===== src/rtl/mc_control_fsm.sv =====
// Multicycle processor main controller.
// Moore FSM that sequences fetch, decode, memory, execute and branch steps,
// with a combinational ALU decoder and PC-write (PCS) logic.
//
// Ports
//   CLK, RESET                rising-edge clock, async active-high reset
//   Op, Funct, Rd             instruction fields, stable from DECODE onward
//   PCS, RegW, MemW, FlagW,   to the condition-logic stage
//   NoWrite
//   IRWrite, NextPC, AdrSrc,  datapath controls
//   ResultSrc, ALUSrcA,
//   ALUSrcB, ALUControl,
//   ImmSrc, RegSrc
//
// state  | meaning
// FETCH  | read instruction, PC <= PC+4
// DECODE | read registers, compute PC+8
// MEMADR | compute memory address
// MEMRD  | read data memory
// MEMWB  | write load data to register file
// MEMWR  | write data memory
// EXECR  | ALU op with register operand
// EXECI  | ALU op with immediate operand
// ALUWB  | write ALU result to register file
// BRANCH | compute branch target, write PC
module mc_control_fsm (
  input  logic       CLK,
  input  logic       RESET,
  input  logic [1:0] Op,
  input  logic [5:0] Funct,
  input  logic [3:0] Rd,
  output logic       PCS,
  output logic       RegW,
  output logic       MemW,
  output logic [1:0] FlagW,
  output logic       NoWrite,
  output logic       IRWrite,
  output logic       NextPC,
  output logic       AdrSrc,
  output logic [1:0] ResultSrc,
  output logic       ALUSrcA,
  output logic [1:0] ALUSrcB,
  output logic [1:0] ALUControl,
  output logic [1:0] ImmSrc,
  output logic [1:0] RegSrc
);

  typedef enum logic [3:0] {
    FETCH  = 4'd0,
    DECODE = 4'd1,
    MEMADR = 4'd2,
    MEMRD  = 4'd3,
    MEMWB  = 4'd4,
    MEMWR  = 4'd5,
    EXECR  = 4'd6,
    EXECI  = 4'd7,
    ALUWB  = 4'd8,
    BRANCH = 4'd9
  } state_t;

  state_t state, state_next;

  logic       branch;
  logic       alu_op;
  logic [1:0] dec_ctrl;
  logic       dec_nowrite;
  logic       dec_supported;

  always_ff @(posedge CLK or posedge RESET) begin
    if (RESET) state <= FETCH;
    else       state <= state_next;
  end

  always_comb begin
    state_next = FETCH;
    case (state)
      FETCH:  state_next = DECODE;
      DECODE: begin
        case (Op)
          2'b00:   state_next = Funct[5] ? EXECI : EXECR;
          2'b01:   state_next = MEMADR;
          2'b10:   state_next = BRANCH;
          default: state_next = FETCH;
        endcase
      end
      MEMADR: state_next = Funct[0] ? MEMRD : MEMWR;
      MEMRD:  state_next = MEMWB;
      EXECR:  state_next = ALUWB;
      EXECI:  state_next = ALUWB;
      default: state_next = FETCH;
    endcase
  end

  always_comb begin
    IRWrite   = 1'b0;
    NextPC    = 1'b0;
    AdrSrc    = 1'b0;
    ResultSrc = 2'b00;
    ALUSrcA   = 1'b0;
    ALUSrcB   = 2'b00;
    RegW      = 1'b0;
    MemW      = 1'b0;
    alu_op    = 1'b0;
    branch    = 1'b0;
    case (state)
      FETCH: begin
        IRWrite   = 1'b1;
        NextPC    = 1'b1;
        ALUSrcA   = 1'b1;
        ALUSrcB   = 2'b10;
        ResultSrc = 2'b10;
      end
      DECODE: begin
        ALUSrcA   = 1'b1;
        ALUSrcB   = 2'b10;
        ResultSrc = 2'b10;
      end
      MEMADR: ALUSrcB = 2'b01;
      MEMRD:  AdrSrc  = 1'b1;
      MEMWB: begin
        ResultSrc = 2'b01;
        RegW      = 1'b1;
      end
      MEMWR: begin
        AdrSrc = 1'b1;
        MemW   = 1'b1;
      end
      EXECR: alu_op = 1'b1;
      EXECI: begin
        ALUSrcB = 2'b01;
        alu_op  = 1'b1;
      end
      ALUWB: RegW = 1'b1;
      BRANCH: begin
        ALUSrcB   = 2'b01;
        ResultSrc = 2'b10;
        branch    = 1'b1;
      end
      default: ;
    endcase
  end

  always_comb begin
    dec_ctrl      = 2'b00;
    dec_nowrite   = 1'b0;
    dec_supported = 1'b1;
    case (Funct[4:1])
      4'b0100: dec_ctrl = 2'b00;
      4'b0010: dec_ctrl = 2'b01;
      4'b0000: dec_ctrl = 2'b10;
      4'b1100: dec_ctrl = 2'b11;
      4'b1010: begin
        dec_ctrl    = 2'b01;
        dec_nowrite = 1'b1;
      end
      default: dec_supported = 1'b0;
    endcase
  end

  assign ALUControl = alu_op ? dec_ctrl : 2'b00;
  // Only add/sub-type operations (ctrl 00/01) update C and V.
  assign FlagW = (alu_op && dec_supported) ? {Funct[0], Funct[0] & ~dec_ctrl[1]} : 2'b00;
  // Funct is stable through ALUWB, so the decoded NoWrite can be re-derived
  // there without a register to suppress the write of a compare.
  assign NoWrite = (alu_op || state == ALUWB) && dec_nowrite;

  assign PCS    = branch | (RegW & (Rd == 4'b1111));
  assign ImmSrc = Op;
  assign RegSrc = {Op == 2'b01, Op == 2'b10};

endmodule


===== config.mk =====
export PLATFORM = sky130hd
export DESIGN_NAME = mc_control_fsm
export DESIGN_NICKNAME = d
export VERILOG_FILES = /design/src/rtl/mc_control_fsm.sv
export SDC_FILE = /design/constraint.sdc
export NUM_CORES = 1
export LEC_CHECK = 0
export ABC_CLOCK_PERIOD_IN_PS = 2500
export CORE_MARGIN = 2
export CORE_UTILIZATION = 30
export CTS_CLUSTER_DIAMETER = 40
export CTS_CLUSTER_SIZE = 20
export DETAILED_ROUTE_END_ITERATION = 8
export PLACE_DENSITY = 0.8
export SETUP_SLACK_MARGIN = 0.05
export SLEW_MARGIN = 20
export SYNTH_ARGS = -nofsm -noshare
export SYNTH_HDL_FRONTEND = slang
export SYNTH_SLANG_ARGS = --single-unit

===== constraint.sdc =====
create_clock -name CLK -period 2.5 [get_ports CLK]
set_input_delay 0.25 -clock CLK [delete_from_list [all_inputs] [get_ports CLK]]
set_output_delay 0.25 -clock CLK [all_outputs]
set_load 0.01 [all_outputs]

=== Word level (Yosys, flattened, before mapping) ===
Cells that the tools add are included.

* Equal/unequal tests: 16
* Muxes and demuxes: 18
* Bitwise operators: 4
* Reductions and logical operators: 14

{| class="wikitable"
|+ Operator list
! operator !! number
|-
| $eq 4x3->1 const B || 5
|-
| $eq 4x4->1 const B || 5
|-
| $pmux 4 s5 || 1
|-
| $eq 4x2->1 const B || 3
|-
| $pmux 4 s3 || 1
|-
| $mux 1 || 10
|-
| $reduce_or 2->1 || 5
|-
| $logic_not 4->1 || 2
|-
| $pmux 2 s2 || 2
|-
| $pmux 2 s3 || 1
|-
| $reduce_or 3->1 || 2
|-
| $reduce_or 5->1 || 1
|-
| $eq 4x1->1 const B || 1
|-
| $mux 2 || 2
|-
| $mux 3 || 1
|-
| $and 1x1->1 || 2
|-
| $eq 2x1->1 const B || 1
|-
| $eq 2x2->1 const B || 1
|-
| $logic_and 1x1->1 || 2
|-
| $logic_not 2->1 || 1
|-
| $logic_or 1x1->1 || 1
|-
| $not 1->1 || 1
|-
| $or 1x1->1 || 1
|}

* Flip-flop bits (word level): 4
* Output and inout bits: 20
* Logic and storage cells: 53

=== Logic depth before layout (Yosys ltp) ===
Gate-level depths: netlist of run 1.

* Depth after elaboration: 6
* Depth in mapped cells: 4
* Mapped depth without buffers: 3

=== Worst setup path before layout of run 1 ===
Ideal clock, no wire load.

* Kind: reg2out
* Start: register state[3]
* End: output NextPC
* Arrival: 1.373 ns
* Data required time: 2.250 ns
* Setup slack: 0.877 ns
* Cell stages (with the launch flop): 5
* Path through: dfrtp_1 > or2_2 > clkbuf_1 > nor3_1 > buf_4

* Longest elaborated chain between the ends: 2

{| class="wikitable"
|+ Ends and longest elaborated chain
! element !! line !! source
|-
| from (decl) || 61 || <nowiki>state_t state, state_next;</nowiki>
|-
| from (signal assigned) || 71 || <nowiki>else state <= state_next;</nowiki>
|-
| $logic_not 4->1 || -- ||
|-
| $mux 1 || -- ||
|-
| to (decl) || 38 || <nowiki>output logic NextPC,</nowiki>
|}

Every way passes these cells.

=== Final worst setup path of run 1 ===
* Start: register state[2]
* End: output FlagW[1]

* Longest elaborated chain between the ends: 5

{| class="wikitable"
|+ Ends and longest elaborated chain
! element !! line !! source
|-
| $eq 4x3->1 || 105 || <nowiki>case (state)</nowiki>
|-
| $reduce_or 2->1 (no source line) * || -- ||
|-
| $mux 1 * || 105 ||
|-
| $logic_and 1x1->1 * || 162 || <nowiki>assign FlagW = (alu_op && dec_supported) ? {Funct[0], Funct[0] & ~dec_ctrl[1]} : 2'b00;</nowiki>
|-
| $mux 2 * || 162 ||
|-
| to (decl) || 35 || <nowiki>output logic [1:0] FlagW,</nowiki>
|}

Every way passes the cells marked *; elsewhere a longest branch is shown, timed or not.

==> metrics.cfg, run 1 <==
[global_routing]
first_global_vias = 498
antenna_found_initial = 0
gr-total-overflow = 0
grt_max_degree = 17
grt_usage_pct = 14.2
grt_pass1_wl_um = 2050

[placed_design]
dp_slack_ns = 0.186
gp_congestion = 0.723
dpl.hpwl_um = 1030
io_buffers = 33
place_area_sq_um = 771

[sta]
fin_skew_ns = 0.000983
rsz0062_at_grt = no
hold_ws_ns = 0.203
setup_viol = 0
fin_crit_sh_pct = 93.1
hold_viol_final = 0
relSlewSlack_pct = 76.1
worst_pin_slew_ns = 0.358
fin_ws_ns = 0.172
maxSlewViolCount = 0
tns_ns = 0
period_needed_ns = 2.33
fmax_mhz = 430

[route]
drc = 0
totalWireLength_um = 1260
dr.pass1.iters = 4
wire_per_inst_um = 11.9
drt_iter0_drc = 3
postRouteAntennaNets = 0
dr_total_vias = 528
via_per_inst = 4.98

[synthesis]
synth-edff-count = 0
ys_seq_elements = 4
ys_types = 30
synth_top_cell_area_share_pct = 21.7
yosysWarningCount = 0
synth_cells = 61
yosys-top-cells-area = dfrtp_1 22%, buf_4 6.5%, a21oi_1 5.4%, nand2b_1 5.4%, nor3_1 5.4%
synth_fp_nets = 75
syn_area_sq_um = 460
syn_avg_cell_area_sq_um = 7.55
synth.largest_area_cell = dfrtp_1
seq_area_frac_synth_pct = 21.7
synthArstFlopShare_pct = 100
synth-main-ff-cell = dfrtp_1

[clock_tree]
cts_resized = 0
cts_buffers = 3
root_buffer = clkbuf_4
clk-insertion-delay-late_ns = 0.22
clk_path_buf_depth = 2
cts_htree_levels = 1
cts_hold_buffers = 0
clkTransAtPathRegs_ns = 0.03
post_cts_buffers = 0
clock-sinks = 4
cts_tree = built

[power]
leakage_nw = 0.285
vdd_drop_max_mv = 0.453
power_density_mw_per_mm2 = 924

[setup_path]
rr_worst_depth = 4
cp.arrival_ns = 2.08
cp_data_required_time_ns = 2.25
path_class = flop to output port
endpoint_kind = output port
cp-start-kind = flop
worst-path-max-fanout = 8

[floorplanning]
start_util_pct = 31.3
std_cell_rows = 14
die_w_um = 43.2
die_h_um = 43.2
fp.coreArea_sq_mm = 0.00147
dieArea_sq_mm = 0.00186
io_pins = 34

[flow_run]
maxCapViolations = 0

[cells_and_area]
nNetsFinal = 106
areaGrowthSynthToFinish_pct = 72.3
multi_input_area_sq_um = 305
finish.utilization_pct = 53.9
stdcell_area_sq_um = 793
antennaDiodeCount = 0
largest_reg_flops = 4
drive_above_1_share_pct = 11.1
reg_top3 = state (4)
fillers = 137
top_register = state
seq_area_sq_um = 100

[outcome]
status = finished clean

[min_path]
hp-class = input pin to asynchronous set/reset pin

synth_stat cells (all sizes together) (2+ instances only):
cell type,number
a211oi,3
a21oi,5
buf,6
clkbuf,2
dfrtp,4
inv,2
nand2,3
nand2b,4
nand3b,2
nor2,5
nor2b,2
nor3,5
o21ai,3
or3b,2
layout by cell type (no fill, tap or decap):
cell,count
clkdlybuf4s50_1,33
or4b_4,1
o31a_1,1
nand2b_1,4
a41oi_1,1
a211oi_1,2
or2_2,1
o21a_1,1
nor3b_1,1
a21oi_1,5
nand2_2,1
nor2_1,5
nor3_1,5
or3_1,1
or3b_2,2
a211oi_2,1
nor2b_1,2
o22a_1,1
xnor2_1,1
dfrtp_1,4
xor2_1,1
buf_4,1
o2bb2ai_1,1
o21ai_0,3
nor4b_1,1
nand3b_1,2
or2b_1,1
inv_1,2
nand2_1,2
clkbuf_4,3
final cells by class:
type	instances	area share, %
repair buffers	34	42.6
well taps	16	2.52
flip-flops and latches	4	12.6
clock buffers	3	2.84
inverters	2	0.946
multi-input cells	47	38.5
worst max-delay path: stages, from the launching register on:
cell             delay (ns)
dfrtp_1                0.47
nand2_2                0.10
or4b_4                 0.49
a211oi_2               0.23
clkdlybuf4s50_1        0.57
report_power, final:
part | leakage [nW] | internal (W) | switching (W) | total (W)
combinational | 0.219 | 0.000289 | 0.000225 | 0.000514
clock | 0.0138 | 0.0000533 | 0.0000211 | 0.0000744
sequential | 0.0517 | 0.0000917 | 0.0000531 | 0.000145
total | 0.285 | 0.000434 | 0.000299 | 0.000733
layer usage:
metal / GRT usage [%] / vias to the layer above / share of wire (%)
met1: 17.0 / 234 / 40
met2: 25.7 / 20 / 54
met4: 5.45 / 0 / 0
met5: 0 / - / 0
met3: 1.28 / 0 / 5.8
li1: - / 274 / -
path summary, 6_finish.rpt:
| kind | start | end | slack, ns |
|---|---|---|---|
| max in group asynchronous | RESET | state[2] | 2.15 |
| worst max register to register | state[1] | state[3] | 1.04 |
| worst min-delay path | RESET | state[1] | 0.20 |
| min in group CLK | state[1] | state[3] | 0.56 |
| worst min register to register | state[1] | state[3] | 0.56 |
| worst max-delay path | state[2] | FlagW[1] | 0.17 |
stage by stage:
step	std cells	total power, W
after floorplan	61	0.000438
after global placement	103	0.000653
after detailed placement	103	0.000664
after CTS	106	0.000744
after global routing	106	0.000788
final	106	0.000733
logic make-up after synthesis:
kind of cell / Yosys count / synth area share, %
simple gates: 29 / 38.6
compound gates: 16 / 23.9
buf+inv: 10 / 12.0
flops: 4 / 21.7
xor+xnor: 2 / 3.81
Note: power is estimated with default switching activity, not from simulation.
==> run 2, diff against run 1 <==
==> constraint.sdc (replaced) <==
create_clock -name CLK -period 2.5 [get_ports CLK]
set_input_delay 0.5 -clock CLK [delete_from_list [all_inputs] [get_ports CLK]]
set_output_delay 0.5 -clock CLK [all_outputs]
set_load 0.01 [all_outputs]
==> run 2 against run 1 <==
Total power up 3.4%. Non-clock buffer count rose by 7. Final area grew 6.3%. Die area did not move. Sequential share of layout area is 0.60 points lower. Global-route usage rose by 1.3 points. Critical path depth is 1 higher. Routed wire length increased by 4.5%. Via count is 7.0% higher. Hold slack better by 0.24 ns. Register-to-register slack hardly changed. Largest cell class unchanged. Largest power group unchanged. Cell count increased by 6.6%.
==> metrics.cfg, run 2 (same netlist as run 1, synthesis figures left out) <==
[global_routing]
met3_usage_pct = 6.38  ; was 1.28%
antenna_found_initial = 0  ; unchanged
gr-usage-met2_pct = 26.0  ; was 25.7%
grt_usage_pct = 15.5  ; was 14.2%
grt_max_degree = 16  ; was 17
grt_pass1_wl_um = 2180  ; was 2050 um
top_usage_layer = met2  ; unchanged
grt_use_met1_pct = 16.8  ; was 17.0%
first_global_vias = 549  ; was 498
gr-total-overflow = 0  ; unchanged

[route]
wire_per_inst_um = 11.6  ; was 11.9 um
totalWireLength_um = 1310  ; was 1260 um
via_per_inst = 5.00  ; was 4.98
dr.pass1.iters = 4  ; unchanged
dr_total_vias = 565  ; was 528
postRouteAntennaNets = 0  ; unchanged
drc = 0  ; unchanged
drt_iter0_drc = 14  ; was 3

[placed_design]
place_area_sq_um = 823  ; was 771 sq um
io_buffers = 33  ; unchanged
dpl.hpwl_um = 1030  ; about the same
gp_congestion = 0.812  ; was 0.723

[cells_and_area]
areaGrowthSynthToFinish_pct = 83.2  ; was 72.3%
drive_above_1_share_pct = 19.6  ; was 11.1%
top_register = state  ; unchanged
final_common_cell = clkdlybuf4s50_1  ; unchanged
multi_input_area_sq_um = 305  ; unchanged
seq_area_sq_um = 101  ; was 100 sq um
reg_top3 = state (4)  ; unchanged
antennaDiodeCount = 0  ; unchanged
largest_reg_flops = 4  ; unchanged
stdcell_area_sq_um = 843  ; was 793 sq um
fillers = 139  ; was 137
final_cell_mix = 26 x clkdlybuf4s50_1, 8 x buf_4, 5 x nor3_1, 5 x a21oi_1, 5 x nor2_1  ; was 33 x clkdlybuf4s50_1, 5 x nor3_1, 5 x a21oi_1, 5 x nor2_1
nNetsFinal = 113  ; was 106

[sta]
hold_ws_ns = 0.442  ; was 0.203 ns
relSlewSlack_pct = 83.4  ; was 76.1%
period_needed_ns = 2.38  ; was 2.33 ns
fin_skew_ns = 0.00200  ; was 0.000983 ns
hold_viol_final = 0  ; unchanged
fin_crit_sh_pct = 95.3  ; was 93.1%
maxSlewViolCount = 0  ; unchanged
setup_viol = 0  ; unchanged
rsz0062_at_grt = no  ; unchanged
fmax_mhz = 420  ; was 430 MHz
worst_pin_slew_ns = 0.248  ; was 0.358 ns

[floorplanning]
io_pins = 34  ; unchanged
fp.coreArea_sq_mm = 0.00147  ; unchanged
dieArea_sq_mm = 0.00186  ; unchanged
std_cell_rows = 14  ; unchanged
die_h_um = 43.2  ; unchanged
start_util_pct = 31.3  ; unchanged
die_w_um = 43.2  ; unchanged

[clock_tree]
root_buffer = clkbuf_4  ; unchanged
cts_htree_levels = 1  ; unchanged
clk_path_buf_depth = 2  ; unchanged
cts_hold_buffers = 0  ; unchanged
cts_tree = built  ; unchanged
clock-sinks = 4  ; unchanged
clk-insertion-delay-late_ns = 0.24  ; was 0.22 ns
clkTransAtPathRegs_ns = 0.04  ; was 0.03 ns
cts_buffers = 3  ; unchanged

[setup_path]
cp_data_required_time_ns = 2.00  ; was 2.25 ns
cp-start-kind = input pin  ; was flop
endpoint_kind = output port  ; unchanged
path_class = input pin to output port  ; was flop to output port
cp.arrival_ns = 1.88  ; was 2.08 ns
worst-path-max-fanout = 2  ; was 8

[flow_run]
maxCapViolations = 0  ; unchanged

[outcome]
status = finished clean  ; unchanged

[power]
vdd_drop_max_mv = 0.409  ; was 0.453 mV
power_density_mw_per_mm2 = 899  ; was 924 mW/mm^2
leakage_nw = 0.364  ; was 0.285 nW

[min_path]
hp-class = input pin to asynchronous set/reset pin  ; unchanged

run 2: cell count changes in the layout (fill, tap and decap cells not counted):
| cell | previous run | this run |
|---|---|---|
| buf_4 | 1 | 8 |
| clkdlybuf4s50_1 | 33 | 26 |
| dlygate4sd2_1 | 0 | 3 |
| dlymetal6s2s_1 | 0 | 2 |
| clkbuf_2 | 0 | 1 |
| clkdlybuf4s15_1 | 0 | 1 |
| dfrtp_1 | 4 | 3 |
| dfrtp_2 | 0 | 1 |
run 2: worst paths after layout:
check | startpoint | end | slack, ns | cells after the start
min in group CLK | state[1] | state[3] | 0.58 | 2
min reg2reg | state[1] | state[3] | 0.58 | 2
max in group asynchronous | RESET | state[2] | 1.90 | 2
max | Funct[1] | ALUControl[1] | 0.12 | 5
max reg2reg | state[1] | state[3] | 1.04 | 4
min | RESET | state[3] | 0.44 | 2
run 2: metal layers:
layer	wire [um]	share of wire [%]
met1	564	43
met2	633	48
met3	115	8.8
met4	0	0
met5	0	0
run 2: critical path, stage by stage:
cell and delay, ns:
clkdlybuf4s50_1 0.42, buf_4 0.14, or3_1 0.36, nor3_1 0.20, clkdlybuf4s15_1 0.26
run 2: repair_timing:
item	4_1_cts	5_1_grt
setup endpoints to repair	5	4
buffers inserted	0	0
pin swaps	0	0
gates resized for setup	5	6
run 2: report_power, final:
part | leakage, nW | internal, W | switching (W)
combinational | 0.300 | 0.000300 | 0.000250
clock | 0.0138 | 0.0000538 | 0.0000279
sequential | 0.0503 | 0.0000930 | 0.0000334
run 2: metrics by stage:
stage	setup slack [ns]	utilization, %	setup TNS (ns)	cells	total power, W
2_1_floorplan	0.627	-	0	61	0.000438
3_3_place_gp	-0.189	56.0	-0.589	110	0.000672
3_5_place_dp	-0.202	56.0	-0.725	110	0.000682
4_1_cts	0.0560	57.1	0	113	0.000768
5_1_grt	0.0552	57.3	0	113	0.000821
6_report	0.118	57.3	0	113	0.000758
run 2: final cells by class:
cell class / instances / area share, %
Timing Repair Buffer: 41 / 45.8
Multi-Input combinational cell: 47 / 36.2
Sequential cell: 4 / 12.0
Clock buffer: 3 / 2.67
Tap cell: 16 / 2.37
Inverter: 2 / 0.890
